**src/rtl/jk_bank_writer.sv**
```systemverilog
// Drives a bank of master-slave JK flip-flops to a target word: excitation, clock pulse, readback, retry.
// Optional hard clear before loading is enabled by defining JK_HARD_CLEAR_EN (adds clear_req port).
module jk_bank_writer #(
    parameter int WIDTH        = 8,
    parameter int PULSE_CYCLES = 2,
    parameter int MAX_RETRY    = 3
) (
    input  logic             clk,
    input  logic             cl,
    input  logic             start,
`ifdef JK_HARD_CLEAR_EN
    input  logic             clear_req,
`endif
    input  logic [WIDTH-1:0] target,
    input  logic [WIDTH-1:0] q_in,
    output logic [WIDTH-1:0] j_out,
    output logic [WIDTH-1:0] k_out,
    output logic             ff_clk,
    output logic             ff_cl_n,
    output logic             busy,
    output logic             done,
    output logic             err
);

    localparam int CW = (PULSE_CYCLES > 1) ? $clog2(PULSE_CYCLES) : 1;
    localparam int RW = $clog2(MAX_RETRY + 2);
    localparam logic [CW-1:0] CNT_LAST  = CW'(PULSE_CYCLES - 1);
    localparam logic [RW-1:0] RETRY_MAX = RW'(MAX_RETRY);

    typedef enum logic [2:0] {
        S_IDLE,
`ifdef JK_HARD_CLEAR_EN
        S_CLEAR,
`endif
        S_SETUP,
        S_HIGH,
        S_LOW,
        S_CHECK,
        S_DONE,
        S_ERR
    } state_t;

    state_t            state, state_nxt;
    logic [CW-1:0]     cnt, cnt_nxt;
    logic [RW-1:0]     retry, retry_nxt;
    logic [WIDTH-1:0]  tgt, tgt_nxt;
    logic [WIDTH-1:0]  j_nxt, k_nxt;
    logic              err_nxt;

    // JK excitation without the toggle case: set where Q must rise, reset where it must fall.
    function automatic logic [WIDTH-1:0] set_mask(input logic [WIDTH-1:0] t, input logic [WIDTH-1:0] q);
        return t & ~q;
    endfunction

    function automatic logic [WIDTH-1:0] reset_mask(input logic [WIDTH-1:0] t, input logic [WIDTH-1:0] q);
        return ~t & q;
    endfunction

    function automatic logic is_busy(input state_t s);
        return (s != S_IDLE) && (s != S_DONE) && (s != S_ERR);
    endfunction

    always_comb begin
        state_nxt = state;
        cnt_nxt   = cnt;
        retry_nxt = retry;
        tgt_nxt   = tgt;
        err_nxt   = err;
        j_nxt     = j_out;
        k_nxt     = k_out;

        case (state)
            S_IDLE: begin
                if (start) begin
                    tgt_nxt   = target;
                    err_nxt   = 1'b0;
                    retry_nxt = '0;
                    cnt_nxt   = '0;
                    state_nxt = S_SETUP;
                    j_nxt     = set_mask(target, q_in);
                    k_nxt     = reset_mask(target, q_in);
`ifdef JK_HARD_CLEAR_EN
                    if (clear_req) begin
                        state_nxt = S_CLEAR;
                        j_nxt     = '0;
                        k_nxt     = '0;
                    end
`endif
                end
            end
`ifdef JK_HARD_CLEAR_EN
            S_CLEAR: begin
                if (cnt == CNT_LAST) begin
                    cnt_nxt   = '0;
                    state_nxt = S_SETUP;
                    j_nxt     = set_mask(tgt, q_in);
                    k_nxt     = reset_mask(tgt, q_in);
                end else begin
                    cnt_nxt = cnt + 1'b1;
                end
            end
`endif
            S_SETUP: begin
                cnt_nxt   = '0;
                state_nxt = S_HIGH;
            end
            S_HIGH: begin
                if (cnt == CNT_LAST) begin
                    cnt_nxt   = '0;
                    state_nxt = S_LOW;
                end else begin
                    cnt_nxt = cnt + 1'b1;
                end
            end
            S_LOW: begin
                if (cnt == CNT_LAST) begin
                    cnt_nxt   = '0;
                    state_nxt = S_CHECK;
                end else begin
                    cnt_nxt = cnt + 1'b1;
                end
            end
            S_CHECK: begin
                if (q_in == tgt) begin
                    state_nxt = S_DONE;
                end else if (retry < RETRY_MAX) begin
                    // Retry re-derives J/K from whatever the bank actually holds now.
                    retry_nxt = retry + 1'b1;
                    state_nxt = S_SETUP;
                    j_nxt     = set_mask(tgt, q_in);
                    k_nxt     = reset_mask(tgt, q_in);
                end else begin
                    state_nxt = S_ERR;
                    err_nxt   = 1'b1;
                end
            end
            S_DONE:  state_nxt = S_IDLE;
            S_ERR:   state_nxt = S_IDLE;
            default: state_nxt = S_IDLE;
        endcase

        if (!is_busy(state_nxt)) begin
            j_nxt = '0;
            k_nxt = '0;
        end
    end

    // All bank-facing outputs are registered so ff_clk is glitch-free.
    always_ff @(posedge clk) begin
        if (cl) begin
            state  <= S_IDLE;
            cnt    <= '0;
            retry  <= '0;
            tgt    <= '0;
            j_out  <= '0;
            k_out  <= '0;
            ff_clk <= 1'b0;
            busy   <= 1'b0;
            done   <= 1'b0;
            err    <= 1'b0;
        end else begin
            state  <= state_nxt;
            cnt    <= cnt_nxt;
            retry  <= retry_nxt;
            tgt    <= tgt_nxt;
            j_out  <= j_nxt;
            k_out  <= k_nxt;
            ff_clk <= (state_nxt == S_HIGH);
            busy   <= is_busy(state_nxt);
            done   <= (state_nxt == S_DONE);
            err    <= err_nxt;
        end
    end

`ifdef JK_HARD_CLEAR_EN
    always_ff @(posedge clk) begin
        if (cl) begin
            ff_cl_n <= 1'b1;
        end else begin
            ff_cl_n <= (state_nxt != S_CLEAR);
        end
    end
`else
    assign ff_cl_n = 1'b1;
`endif

endmodule
```
**config.mk**
```make
export PLATFORM = sky130hd
export DESIGN_NAME = jk_bank_writer
export DESIGN_NICKNAME = d
export VERILOG_FILES = /design/src/rtl/jk_bank_writer.sv
export SDC_FILE = /design/constraint.sdc
export NUM_CORES = 1
export LEC_CHECK = 0
export ABC_AREA = 1
export CAP_MARGIN = 20
export CORE_ASPECT_RATIO = 1.75
export CORE_MARGIN = 8
export CORE_UTILIZATION = 50
export DETAILED_ROUTE_END_ITERATION = 8
export PLACE_DENSITY = 0.8
export SYNTH_ARGS = -nofsm -noshare
export SYNTH_HDL_FRONTEND = slang
export SYNTH_SLANG_ARGS = --single-unit
```
**constraint.sdc**
```tcl
create_clock -name clk -period 5.2 [get_ports clk]
set_clock_uncertainty 0.15 [all_clocks]
set_input_delay 1.3 -clock clk [delete_from_list [all_inputs] [get_ports clk]]
set_output_delay 1.3 -clock clk [all_outputs]
set_load 0.01 [all_outputs]
```
### Word level (Yosys, flattened, before mapping)

Cells that the tools add are included.

* bitwise gates (word level): 8
* shifts and indexed selects: 0
* reductions and logical operators: 12
* div/mod/pow operators: 0
* multiplexer cells: 24
* add/sub/neg operators: 2
* multipliers: 0
* equal/unequal tests: 13
* order comparisons: 1

Operators with widths (number)
* 8-bit two-way mux: 6
* 8-bit AND: 4
* 8-bit one-hot mux with 2 select lines: 2
* 3-bit two-way mux: 8
* 8-bit NOT: 3
* 3-bit one-hot mux with 5 select lines: 1
* 3-bit by 2-bit equality test with 1-bit output (second input constant): 3
* 8-bit equality test: 1
* 2-bit != test (second input constant): 4
* 4-bit AND reduction: 2
* 3-bit equality test (second input constant): 2
* 3-bit != test (second input constant): 2
* 3-bit one-hot mux with 2 select lines: 1
* 3-bit nonzero test: 2
* 1-bit two-way mux: 4
* 2-bit AND reduction: 2
* 2-bit OR reduction: 2
* 3-bit by 1-bit adder with 3-bit output (second input constant): 1
* 3-bit by 1-bit equality test with 1-bit output (second input constant): 1
* 3-bit logical NOT: 1
* 3-bit by 2-bit less-than comparator with 1-bit output (second input constant): 1
* 1-bit one-hot mux with 3 select lines: 1
* 1-bit logical AND: 2
* 1-bit one-hot mux with 2 select lines: 1
* 3 further kinds: 3

* input bits: 19
* bits in read-only memories: 0
* bits in writable memories: 0
* bits in latches: 0
* register bits after elaboration: 35
* memories kept: 0
* output and inout bits: 21
* word-level logic and storage cells: 70

### Depth between registers and ports, before layout

Gate-level depths: netlist of the first run.

* depth after elaboration: 9
* depth in mapped cells: 13

### Worst setup path after synthesis of the first run

OpenSTA, ideal clock, no wires.

* kind: input port to flip-flop
* from: in q_in[0]
* to: reg k_out[2]
* setup slack: 2.597 ns
* cell stages on the path: 13
* data required time: 4.933 ns
* data arrival time: 2.336 ns
* path through: inv_1 nand2_1 nand2_1 nand2_1 nor2_1 nand3_2 nand2_1 inv_1 nand2_4 buf_4 nand2_1 o21ai_0 nor2_1

* word-level cells in the longest chain between the ends: 8

RTL lines
* from (decl): RTL line 15 `input logic [WIDTH-1:0] q_in,`
* 8-bit equality test (*): RTL line 124 `if (q_in == tgt) begin`
* 3-bit two-way mux: RTL line 124
* 3-bit one-hot mux with 5 select lines: RTL line 72 `case (state)`
* 3-bit != test or 3-bit nonzero test (tied branches): RTL line 60 `return (s != S_IDLE) && (s != S_DONE) && (s != S_ERR);`
* 1-bit logical AND (2 in a row): RTL line 60
* 1-bit NOT (no line)
* 2-bit OR reduction (no line)
* to (signal assigned): RTL line 167 `k_out <= k_nxt;`
* to (decl): RTL line 17 `output logic [WIDTH-1:0] k_out,`

Mark *: on every way between the ends. The rest lies on a longest branch, timed or not.
A chain may end at the register's enable or synchronous reset.

### Worst setup path in the final report of the first run

* from: in q_in[5]
* to: reg j_out[3]

* word-level cells in the longest chain between the ends: 8

RTL lines
* 8-bit equality test (*): RTL line 124
* 3-bit two-way mux: RTL line 124
* 3-bit one-hot mux with 5 select lines: RTL line 72
* 3-bit != test or 3-bit nonzero test (tied branches): RTL line 60
* 1-bit logical AND (2 in a row): RTL line 60
* 1-bit NOT (no line)
* 2-bit OR reduction (no line)
* to (signal assigned): RTL line 166 `j_out <= j_nxt;`
* to (decl): RTL line 16 `output logic [WIDTH-1:0] j_out,`

Marks and branches as above.

==> metrics.md, run 1 <==
| Metric | Value |
|---|---|
| Post-Place Setup Slack | `1.762 ns` |
| Cts hold-fix bufs | `0` |
| Final ANT Viol Nets | `0` |
| Largest family of logic cells by synthesized area | `simple AND/OR/NAND/NOR gates` |
| Commonest non-fill, non-tap cell in the layout | `nand2_1` |
| Commonest cells after routing, fill and taps aside | `nand2_1, clkdlybuf4s50_1, dfxtp_1, inv_1, nor2_1` |
| Num CTS Buffers | `5` |
| DRT Wirelength | `4009 µm` |
| CP Launch Type | `input port` |
| Share of cells above drive strength 1 | `0.05802` |
| Wirelength per Cell | `11.86 µm` |
| CP required | `5.23 ns` |
| Vias in the first global route | `1,536` |
| Via total after detailed routing | `1,634` |
| Switching Fraction | `0.3044` |
| Post-CTS Resized | `0` |
| Syn nets | `276` |
| Status | `completed` |
| CP arrival | `3.17 ns` |
| Hold/Removal Path Class | `register to register` |
| Synth cell types | `27` |
| Post-CTS Setup Bufs | `0` |
| Seq/Total Area, Yosys | `0.4003` |
| Mux cell area share after synthesis | `0.02287` |
| Setup TNS | `0 ns` |
| Final period util | `0.6033` |
| P_sw | `0.2011 mW` |
| Number of fill cells in the layout | `321` |
| Fmax | `318.7 MHz` |
| I/O pin cnt | `40` |
| Proportion of power drawn by combinational gates | `0.255` |
| Setup WS post-layout | `2.063 ns` |
| Via density | `4.834` |
| Placement row count | `28` |
| Sequential power share | `0.462` |
| Max-cap violations | `0` |
| Initial antenna violation count | `0` |
| Clock slew at reported path FFs | `0.07 ns` |
| Power density cells | `299.8 mW/mm²` |
| Max Fanout on Critical Path | `27` |
| CTS tree | `yes` |
| Critical path type | `input port to register` |
| Largest net degree at the start of global routing | `28` |
| Ant. Diodes | `0` |
| Final-stage net count | `312` |
| Warnings, synthesis | `0` |
| Max clock buf depth | `2` |
| Core Area | `0.003363 mm²` |
| Synth Instances | `256` |
| Complex-gate fraction of the synthesized area | `0.1079` |
| CP Capture Type | `register` |
| Pre-antenna DRT Iters | `4` |
| Final Hold Violating Endpoints | `0` |
| Max-slew violations | `0` |
| Starting DRT DRC Count | `64` |
| Peak VDD IR | `0.2011 mV` |
| Die width | `60.73 µm` |
| Leak | `0.9918 nW` |
| Rel. slew slack | `0.4021` |
| Die Footprint | `0.005725 mm²` |
| Drt drc | `0` |
| Cell Area, Synth | `0.001750 mm²` |
| Clock power frac | `0.283` |
| DPL Wire Length | `3117 µm` |
| First-pass GRT wire length | `6679 µm` |
| Layout Area Growth over Synthesis | `25.88%` |
| H-tree Lvls | `2` |
| Final RePlAce weighted congestion | `0.9391` |
| Crit path time final | `3.137 ns` |
| Initial Utilization | `0.5205` |
| XOR/XNOR Fraction of Synth Area | `0.02502` |
| IO buf count | `38` |
| Adder-cell share of the synthesized area | `0.007148` |
| Skew-Pair Late Insertion Delay | `0.29 ns` |
| Mean post-synth cell area | `6.838 µm²` |
| DIE HEIGHT | `94.27 µm` |
| Pint | `0.4595 mW` |
| Remaining global-route overflow | `0` |
| GRT Util Overall | `0.1534` |
| Synth Area in Simple Gates | `0.3202` |
| Clock root cell | `clkbuf_8` |
| Yosys reg bits | `35` |
| RSZ-0062 raised after global routing | `false` |
| Worst Tran Pin Value | `0.8969 ns` |
| Hold Slack | `0.3074 ns` |
| TritonCTS Sinks | `35` |
| Total power | `0.6606 mW` |
| Final setup viols | `0` |
==> state kept, by name, summed over array words and instances (netlist names) <==
register and count:
ff_clk 1, j_out 8, cnt 1, done 1, err 1, tgt 8
k_out 8, busy 1, state 3, retry 3
==> synth_stat cells <==
cell	number	area share
nand3_2	2	0.011
ha_1	1	0.0071
conb_1	1	0.0021
nand2_2	3	0.011
mux2i_1	4	0.023
buf_6	3	0.019
nand2_1	71	0.15
inv_1	34	0.073
nand3b_1	1	0.0043
dfxtp_1	35	0.40
o21ai_0	15	0.043
xnor2_1	5	0.025
nand2_4	1	0.0064
nor2_4	1	0.0064
nand4_1	1	0.0036
o21ai_2	1	0.0050
a221oi_1	1	0.0050
buf_4	2	0.0086
nor2_1	32	0.069
buf_2	1	0.0029
a31oi_1	1	0.0036
a21oi_1	18	0.051
clkbuf_1	3	0.0064
inv_2	2	0.0043
nor4_1	1	0.0036
nand3_4	1	0.010
nand3_1	15	0.043
==> stage by stage <==
step,std cells,util,area (µm²)
6_report,338,0.6551,2203
5_1_grt,338,0.6551,2203
4_1_cts,338,0.6551,2203
3_5_place_dp,330,0.6310,2122
3_3_place_gp,330,0.6310,2122
2_1_floorplan,256,-,1750
==> layout make-up <==
class                      count  area (µm²)  share of cell area
tap                           45       56.30             0.02555
timing repair buffer          38       380.4              0.1726
clock buffer                   7       76.32             0.03464
sequential                    35       700.7              0.3180
clock inverter                 1       5.005            0.002271
multi-input combinational    176       849.6              0.3856
inverter                      36       135.1             0.06133
==> final timing paths <==
check	cells past startpoint	startpoint	to	slack [ns]
min	2	err	err	0.31
max reg2reg	9	state[0]	j_out[3]	3.06
min reg2reg	2	err	err	0.31
max	12	q_in[5]	j_out[3]	2.06
==> cell families (layout without fill, tap and decap cells) <==
kind of cell,count (synthesis),after routing
xor gates and xnor gates,5,5
AOI/OAI and AO/OA,36,36
muxes,4,4
other,1,1
DFF,35,35
adders and majority gates,1,1
buffers and inverters,45,82
and+or+nand+nor,129,129
==> worst max-delay path, cell delays in order <==
cell	delay [ns]
clkdlybuf4s50_1	0.54
inv_1	0.05
nand2_1	0.06
nand2_1	0.06
nand2_1	0.08
nor2_1	0.06
nand3_2	0.12
nand2_1	0.06
inv_1	0.29
nand2_4	0.24
o21ai_0	0.25
nor2_1	0.06
==> metal layers <==
layer	wire length (µm)	global-route usage	vias up
met1	1585	0.1608	709
met4	163	0.09198	0
met2	2006	0.2571	50
met5	0	0	-
li1	-	-	863
met3	253	0.04390	12
==> power groups by stage <==
stage	clock, mW	combinational, mW	sequential (mW)
after floorplan	0	0.103	0.317
after global placement	0	0.166	0.310
after detailed placement	0	0.168	0.311
after CTS	0.193	0.170	0.305
after global routing	0.202	0.192	0.308
final	0.187	0.168	0.305
Power figures use the tool's default switching activity.
==> run 2, diff against run 1 <==
--- a/config.mk
+++ b/config.mk
@@ -9,9 +9,9 @@
 export CAP_MARGIN = 20
 export CORE_ASPECT_RATIO = 1.75
 export CORE_MARGIN = 8
-export CORE_UTILIZATION = 50
+export CORE_UTILIZATION = 49
 export DETAILED_ROUTE_END_ITERATION = 8
-export PLACE_DENSITY = 0.8
+export PLACE_DENSITY = 0.78
 export SYNTH_ARGS = -nofsm -noshare
 export SYNTH_HDL_FRONTEND = slang
 export SYNTH_SLANG_ARGS = --single-unit
==> constraint.sdc (replaced) <==
create_clock -name clk -period 2.9 [get_ports clk]
set_clock_uncertainty 0.15 [all_clocks]
set_input_delay 0.725 -clock clk [delete_from_list [all_inputs] [get_ports clk]]
set_output_delay 0.725 -clock clk [all_outputs]
set_load 0.01 [all_outputs]
==> run 2 against run 1 <==
  * Sequential power rose by 79%
  * Via count decreased by 0.31%
  * Sequential cell count unchanged
  * Clock power increased by 110%
  * Count of clock-buffer cells in the layout up 1
  * Register-to-register slack worse by 2.2 ns
  * Wire length is 0.22% lower
  * First-iteration DRC count shrank 59%
  * Global-route usage increased by 0.21 points
  * Largest power group unchanged
==> metrics.md, run 2 (synthesis results as in run 1) <==
| Metric | Value |
|---|---|
| Hold Path End | `err` |
| CP Capture Type | `register` |
| Core Area | `0.003520 mm²` |
| Wirelength per Cell | `11.66 µm` |
| Total power | `1.241 mW` |
| Post-Place Setup Slack | `0.1758 ns` |
| Final period util | `0.8459` |
| CTS tree | `yes` |
| Commonest non-fill, non-tap cell in the layout | `nand2_1` |
| Max-cap violations | `0` |
| Final-stage net count | `316` |
| Post-CTS Setup Bufs | `0` |
| GRT Util Overall | `0.1555` |
| Layout Area Growth over Synthesis | `28.73%` |
| H-tree Lvls | `2` |
| Max Fanout on Critical Path | `27` |
| Setup WS post-layout | `0.4468 ns` |
| HP Start | `err` |
| Largest registers | `j_out x8, k_out x8, tgt x8` |
| DPL Wire Length | `3137 µm` |
| Initial Utilization | `0.4973` |
| Worst r2r src | `state[1]` |
| Num CTS Buffers | `5` |
| Critical path type | `input port to register` |
| DIE HEIGHT | `95.07 µm` |
| Die Footprint | `0.005816 mm²` |
| Setup TNS | `0 ns` |
| Leak | `1.020 nW` |
| Post-CTS Resized | `0` |
| TritonCTS Sinks | `35` |
| Via density | `4.749` |
| Fmax | `407.6 MHz` |
| Final ANT Viol Nets | `0` |
| Hold Slack | `0.3053 ns` |
| Starting DRT DRC Count | `26` |
| RSZ-0062 raised after global routing | `false` |
| Placed insts | `335` |
| First-pass GRT wire length | `6975 µm` |
| Power density cells | `550.6 mW/mm²` |
| Clock slew at reported path FFs | `0.07 ns` |
| CP arrival | `2.48 ns` |
| Remaining global-route overflow | `0` |
| Status | `completed` |
| Commonest cells after routing, fill and taps aside | `nand2_1, clkdlybuf4s50_1, dfxtp_1, inv_1, nor2_1` |
| Vias in the first global route | `1,598` |
| Max-slew violations | `0` |
| Hold/Removal Path Class | `register to register` |
| Reg-to-reg endpoint | `k_out[0]` |
| Final setup viols | `0` |
| Clock root cell | `clkbuf_8` |
| Initial antenna violation count | `0` |
| Final RePlAce weighted congestion | `0.8934` |
| Share of cells above drive strength 1 | `0.07407` |
| Max clock buf depth | `2` |
| DRT Wirelength | `4000 µm` |
| IO buf count | `38` |
| R2r setup slk | `0.91 ns` |
| Pre-antenna DRT Iters | `4` |
| Die width | `61.18 µm` |
| CP Launch Type | `input port` |
| Cts hold-fix bufs | `0` |
| Ant. Diodes | `0` |
| Final instance area | `0.002253 mm²` |
| CP required | `2.92 ns` |
| Placement row count | `29` |
| Crit path time final | `2.453 ns` |
| Peak VDD IR | `0.3874 mV` |
| Hold Path Cell Cnt | `2` |
| Final core occ | `0.6402` |
| I/O pin cnt | `40` |
| Drt drc | `0` |
| Largest net degree at the start of global routing | `28` |
| Via total after detailed routing | `1,629` |
| Reg2reg path depth | `9` |
| Final Hold Violating Endpoints | `0` |
| Placed cell area | `0.002153 mm²` |
| Layout Cells excl Fill | `343` |
| Skew-Pair Late Insertion Delay | `0.28 ns` |
==> run 2: cell types whose count changed in the layout (fill, tap and decap cells not counted), sizes merged <==
cell    previous run  this run
buf                0         4
clkbuf             7         8
clkinv             1         0
==> run 2: report_power, final <==
group	total [mW]	internal [mW]	switching (mW)
combinational	0.309	0.140	0.169
sequential	0.547	0.523	0.0242
clock	0.385	0.217	0.168
total	1.24	0.880	0.361
==> run 2: final cells by class <==
| class | count | area, µm² |
|---|---|---|
| Fill cell | 353 | 1266 |
| Inverter | 36 | 135.1 |
| Multi-Input combinational cell | 176 | 849.6 |
| Tap cell | 46 | 57.56 |
| Timing Repair Buffer | 42 | 410.4 |
| Sequential cell | 35 | 700.7 |
| Clock buffer | 8 | 100.1 |
==> run 2: worst max path at each step <==
| stage | from | end | slack [ns] |
|---|---|---|---|
| final | q_in[3] | k_out[0] | 0.45 |
| after global routing | q_in[3] | j_out[5] | 0.22 |
| after CTS | q_in[3] | j_out[6] | 0.47 |
| after detailed placement | q_in[3] | j_out[6] | 0.18 |
| after global placement | q_in[3] | k_out[1] | 0.23 |
| after floorplan | q_in[0] | k_out[2] | 0.87 |
==> run 2: worst max-delay path, cell delays in order <==
cell and delay [ns]:
clkdlybuf4s50_1 0.53, xnor2_1 0.14, nand2_1 0.06, nor2_1 0.18, nand3_2 0.18, nand2_1 0.09
inv_1 0.11, nand2_4 0.22, nand2_1 0.07, o21ai_0 0.09, nor2_1 0.07
==> run 2: layer usage <==
| metal | GRT usage | routed length [µm] | vias up |
|---|---|---|---|
| li1 | - | - | 874 |
| met1 | 0.1700 | 1632 | 710 |
| met2 | 0.2658 | 2078 | 36 |
| met3 | 0.04054 | 201 | 9 |
| met4 | 0.07241 | 89 | 0 |
| met5 | 0 | 0 | - |
